===== src/rtl/sel_hold_pkg.sv =====
// Shared types and mode constants for the select-and-hold multiplexer.
package sel_hold_pkg;

  typedef enum logic [0:0] {
    EMPTY = 1'b0,
    FULL  = 1'b1
  } state_t;

  localparam int MODE_PRIORITY = 0;
  localparam int MODE_STRICT   = 1;

endpackage


===== src/rtl/sel_decode.sv =====
// Combinational select decoder: maps a select vector to a channel index and
// a legality flag (exactly one-hot in strict mode, any bit set in priority mode).
module sel_decode
  import sel_hold_pkg::*;
#(
  parameter int NCH    = 2,
  parameter int STRICT = 1,
  localparam int IDX_W = (NCH > 1) ? $clog2(NCH) : 1
) (
  input  logic [NCH-1:0]   sel,
  output logic [IDX_W-1:0] idx,
  output logic             legal
);

  logic [31:0] cnt_s;
  logic        found_s;

  // Lowest set bit gives the index; the population count decides legality.
  always_comb begin
    idx     = '0;
    found_s = 1'b0;
    cnt_s   = 32'd0;
    for (int k = 0; k < NCH; k++) begin
      cnt_s = cnt_s + {31'd0, sel[k]};
      if (sel[k] && !found_s) begin
        idx     = IDX_W'(k);
        found_s = 1'b1;
      end else begin
        found_s = found_s;
      end
    end
    if (STRICT == MODE_STRICT) begin
      legal = (cnt_s == 32'd1);
    end else begin
      legal = (cnt_s != 32'd0);
    end
  end

endmodule


===== src/rtl/sel_hold_mux.sv =====
// Select-and-hold multiplexer with a one-entry valid/ready output stage,
// illegal-select error reporting and a saturating staleness counter.
module sel_hold_mux
  import sel_hold_pkg::*;
#(
  parameter int WIDTH     = 4,
  parameter int NCH       = 2,
  parameter int STRICT    = 1,
  parameter int STALE_MAX = 15,
  localparam int HW       = $clog2(STALE_MAX + 1),
  localparam int IDX_W    = (NCH > 1) ? $clog2(NCH) : 1
) (
  input  logic                 clk,
  input  logic                 rst,
  input  logic [NCH*WIDTH-1:0] data_in,
  input  logic [NCH-1:0]       sel,
  input  logic                 sel_valid,
  output logic                 sel_ready,
  output logic [WIDTH-1:0]     data_out,
  output logic                 out_valid,
  input  logic                 out_ready,
  output logic                 sel_err,
  output logic [7:0]           err_cnt,
  output logic [HW-1:0]        hold_cnt,
  output logic                 stale
);

  state_t           state_r;
  state_t           state_next_s;
  logic [WIDTH-1:0] data_r;
  logic             err_r;
  logic [7:0]       err_cnt_r;
  logic [HW-1:0]    hold_r;
  logic [HW-1:0]    hold_next_s;
  logic             stale_r;
  logic [IDX_W-1:0] idx_s;
  logic             legal_s;
  logic             accept_s;
  logic             legal_accept_s;
  logic             illegal_accept_s;
  logic [WIDTH-1:0] sel_data_s;

  sel_decode #(
    .NCH    (NCH),
    .STRICT (STRICT)
  ) u_sel_decode (
    .sel   (sel),
    .idx   (idx_s),
    .legal (legal_s)
  );

  assign sel_ready        = (state_r == EMPTY) || out_ready;
  assign accept_s         = sel_valid && sel_ready;
  assign legal_accept_s   = accept_s && legal_s;
  assign illegal_accept_s = accept_s && !legal_s;
  assign sel_data_s       = data_in[int'(idx_s)*WIDTH +: WIDTH];

  // Output-stage state register; FULL is exactly out_valid.
  always_ff @(posedge clk) begin
    if (rst) begin
      state_r <= EMPTY;
    end else begin
      state_r <= state_next_s;
    end
  end

  // Next state: fill on a legal accept, drain on a pop that is not refilled.
  always_comb begin
    state_next_s = state_r;
    case (state_r)
      EMPTY: begin
        if (legal_accept_s) begin
          state_next_s = FULL;
        end else begin
          state_next_s = EMPTY;
        end
      end
      FULL: begin
        if (out_ready && !legal_accept_s) begin
          state_next_s = EMPTY;
        end else begin
          state_next_s = FULL;
        end
      end
      default: begin
        state_next_s = EMPTY;
      end
    endcase
  end

  // Data hold register: only a legal accept replaces the value.
  always_ff @(posedge clk) begin
    if (rst) begin
      data_r <= '0;
    end else if (legal_accept_s) begin
      data_r <= sel_data_s;
    end else begin
      data_r <= data_r;
    end
  end

  // Error pulse and saturating error counter.
  always_ff @(posedge clk) begin
    if (rst) begin
      err_r     <= 1'b0;
      err_cnt_r <= 8'd0;
    end else begin
      err_r <= illegal_accept_s;
      if (illegal_accept_s && (err_cnt_r != 8'd255)) begin
        err_cnt_r <= err_cnt_r + 8'd1;
      end else begin
        err_cnt_r <= err_cnt_r;
      end
    end
  end

  // Staleness counter advance, saturating at STALE_MAX.
  always_comb begin
    hold_next_s = hold_r;
    if (legal_accept_s) begin
      hold_next_s = '0;
    end else if (hold_r == HW'(STALE_MAX)) begin
      hold_next_s = hold_r;
    end else begin
      hold_next_s = hold_r + HW'(1);
    end
  end

  // stale is registered alongside hold_cnt so it never sees input timing.
  always_ff @(posedge clk) begin
    if (rst) begin
      hold_r  <= '0;
      stale_r <= 1'b0;
    end else begin
      hold_r  <= hold_next_s;
      stale_r <= (hold_next_s == HW'(STALE_MAX));
    end
  end

  assign data_out  = data_r;
  assign out_valid = (state_r == FULL);
  assign sel_err   = err_r;
  assign err_cnt   = err_cnt_r;
  assign hold_cnt  = hold_r;
  assign stale     = stale_r;

endmodule


===== config.mk =====
export PLATFORM = sky130hd
export DESIGN_NAME = sel_hold_mux
export DESIGN_NICKNAME = d
export VERILOG_FILES = /design/src/rtl/sel_hold_pkg.sv /design/src/rtl/sel_decode.sv /design/src/rtl/sel_hold_mux.sv
export SDC_FILE = /design/constraint.sdc
export NUM_CORES = 1
export LEC_CHECK = 0
export ABC_AREA = 1
export CORE_UTILIZATION = 39
export CTS_CLUSTER_SIZE = 14
export DETAILED_ROUTE_END_ITERATION = 8
export HOLD_SLACK_MARGIN = 0.15
export PLACE_DENSITY = 0.84
export SYNTH_ARGS = -nofsm -noshare
export SYNTH_HDL_FRONTEND = slang
export SYNTH_SLANG_ARGS = --single-unit
export TNS_END_PERCENT = 20

===== constraint.sdc =====
create_clock -name clk -period 1.3 [get_ports clk]
set_input_delay 0.13 -clock clk [delete_from_list [all_inputs] [get_ports clk]]
set_output_delay 0.13 -clock clk [all_outputs]
set_load 0.005 [all_outputs]

==> flow_summary_export.csv <==
group,metric,value,unit
cts,cts_buffers,3,
floorplanning,die_area,0.00268,mm²
synthesis,ys_seq_area_share,39.4,%
route,drcViolationCount,0,
timing,max_freq,788,MHz
timing,rsz0062_at_grt,"yes",
cells_and_area,area_delta_synth_final,60.6,%
floorplanning,rows,17,
pwr,internal-power,0.878,mW
cells_and_area,final_common_cell,"nand2_1",
pwr,p_switching,0.345,mW
pwr,pwr-share-comb,22.4,%
timing,setup_viol,0,
pwr,ir_worst_vdd,0.522,mV
cts,clock-sinks,19,
timing,period_needed,1270,ps
timing,slew_headroom,81.5,%
critical_path,cp-start-kind,"flop",
grt,grtUsageTotal,20.7,%
synthesis,syn_avg_cell_area,7.31,µm²
pwr,clkPwrFrac,25.9,%
grt,grt_start_max_net_pins,13,
synthesis,yosysTopAreaCell,"dfxtp_1",
cells_and_area,antenna_cells,0,
cells_and_area,nNetsFinal,196,
pwr,p_per_area,790,mW/mm²
cts,h-tree-depth,1,
outcome,outcome,"complete, no violations",
synthesis,synth_warnings,0,
cts,cts_buffer_depth,2,
critical_path,slowest_stage,"clkdlybuf4s50_1",
placement,io_buffers,33,
timing,clock_skew,17.2,ps
floorplanning,start_util,42.4,%
grt,gr-total-overflow,0,
cts,clk_pin_slew,130,ps
route,via_per_inst,5.01,
pwr,leakage,0.781,nW
grt,grt_pass1_vias,929,
synthesis,ys_ff_latch,19,
synthesis,synthTopCellsByArea,"dfxtp_1 39%, nand2_1 9.3%, nor2_1 7.4%",
pwr,switching_share,28.2,%
route,wl_per_cell,12.3,µm
critical_path,required,1170,ps
synthesis,synth.top_cell.area_share,39.4,%
cells_and_area,fill_cells,180,
route,first_pass_iters,4,
synthesis,synth.cell_area,965,µm²
cells_and_area,final_cell_mix,"23 x nand2_1, 18 x nor2_1, 15 x inv_1, 15 x clkdlybuf4s50_1, 14 x dfxtp_2",
critical_path,crit_family,"buffers and inverters",
placement,hpwl,1800,µm
floorplanning,io_pins,34,
cells_and_area,drive_above_1_share,30.9,%
grt,grt_pass1_wl,4000,µm
critical_path,cp-end-kind,"output port",
route,wl,2540,µm
critical_path,path_cells,"clkdlybuf4s50_1",
critical_path,crit_type,"reg2out",
critical_path,cp.arrival,1140,ps
timing,drv_slew,0,
timing,tightest_slew,275,ps
placement,routabilityCongestion,0.819,
route,num_vias,1033,
synthesis,syn_nets,149,
timing,timing.final.ws_setup,30.6,ps
hold_path,hold_path.class,"in2reg",
floorplanning,fp.dieH,51.7,µm
timing,hold_violations,0,
cts,cts_tree,"yes",
critical_path,cp_slowest_stage_delay,490,ps
route,ant_nets,0,
timing,fin_crit_sh,97.6,%
placement,post-place-ws,-394,ps
floorplanning,die_x,51.7,µm
synthesis,syn_inst,132,
pwr,finalPower,1.22,mW
grt,antenna_found_initial,0,
synthesis,synth_cell_type_count,21,
cts,clk_latency,310,ps
critical_path,cp_num_buf_inv,1,
run,drv_cap,0,
critical_path,reg2reg_slack,60,ps
cts,cts_root_buf,"clkbuf_4",
pwr,seqPwrFrac,51.7,%
route,drtIter0Drc,22,
critical_path,crit_path_max_fanout,2,
floorplanning,coreArea,0.00228,mm²
[Yosys cell counts]
| cell | instances |
|---|---|
| o21ai_0 | 10 |
| buf_1 | 1 |
| xor2_1 | 3 |
| nand2_2 | 3 |
| clkinv_1 | 1 |
| nand2_4 | 2 |
| a21oi_1 | 8 |
| nor3_1 | 2 |
| nor2_1 | 19 |
| nand3_2 | 1 |
| nand2_1 | 24 |
| mux2i_1 | 4 |
| a21oi_2 | 1 |
| inv_1 | 17 |
| nand3_1 | 9 |
| xnor2_1 | 1 |
| ha_1 | 3 |
| nor2_4 | 2 |
| buf_2 | 1 |
| nand4_1 | 1 |
| dfxtp_1 | 19 |
[flip-flops by register name, summed over array words and instances (netlist names)]
register   count
hold_cnt       4
stale          1
err_cnt        8
out_valid      1
sel_err        1
data_out       4
[final cells by class]
cell class / count / area (µm²) / share of cell area (%)
multi-input cells: 93 / 587 / 37.9
clock buffers: 3 / 22.5 / 1.45
well taps: 28 / 35.0 / 2.26
repair buffers: 44 / 413 / 26.7
clock inverters: 1 / 7.51 / 0.485
inverters: 18 / 71.3 / 4.60
flip-flops and latches: 19 / 413 / 26.7
[cell families (layout without fill, tap and decap cells)]
| group | after synthesis | in the layout | share of synthesized area, % |
|---|---|---|---|
| buffers and inverters | 20 | 66 | 7.91 |
| DFF | 19 | 19 | 39.4 |
| AOI/OAI and AO/OA | 19 | 19 | 10.2 |
| and+or+nand+nor | 63 | 63 | 30.7 |
| xor gates and xnor gates | 4 | 4 | 3.63 |
| adders and majority gates | 3 | 3 | 3.89 |
| muxes | 4 | 4 | 4.15 |
[per-stage QoR]
stage | hold slack (ps) | util [%] | TNS, ps | std cells | instance area, µm²
final | 441 | 68.1 | 0 | 206 | 1550
after global placement | 500 | 61.0 | -4500 | 200 | 1390
after floorplan | 277 | - | 0 | 132 | 965
after CTS | 433 | 64.0 | 0 | 205 | 1460
after global routing | 435 | 68.1 | -135 | 206 | 1550
after detailed placement | 499 | 61.0 | -5850 | 200 | 1390
[routing by layer]
| metal | vias up | global-route usage [%] | wire (µm) |
|---|---|---|---|
| li1 | 512 | - | - |
| met1 | 475 | 23.7 | 1060 |
| met2 | 41 | 37.7 | 1320 |
| met3 | 5 | 3.80 | 131 |
| met4 | 0 | 8.11 | 32 |
| met5 | - | 0 | 0 |
[repair_timing]
item | CTS | global route
hold buffers | 0 | 0
resized for setup | 34 | 27
setup buffers | 1 | 1
pin swaps | 0 | 7
setup endpoints to repair | 23 | 18
[power by group through the flow]
stage          clock [mW]  combinational (mW)  sequential [mW]
2_1_floorplan           0              0.0919            0.646
3_3_place_gp            0               0.239            0.642
3_5_place_dp            0               0.249            0.643
4_1_cts             0.323               0.248            0.627
5_1_grt             0.353               0.299            0.637
6_report            0.317               0.274            0.633
[final timing paths]
| check | startpoint | endpoint | depth (start not counted) |
|---|---|---|---|
| setup / recovery | data_out[1]$_SDFFE_PP0P_ | data_out[1] | 1 |
| hold / removal | data_in[2] | data_out[2]$_SDFFE_PP0P_ | 3 |
| setup reg to reg | err_cnt[1]$_SDFFE_PP0P_ | err_cnt[7]$_SDFFE_PP0P_ | 7 |
| hold reg to reg | err_cnt[3]$_SDFFE_PP0P_ | err_cnt[3]$_SDFFE_PP0P_ | 2 |
(Power assumes the default switching activity.)
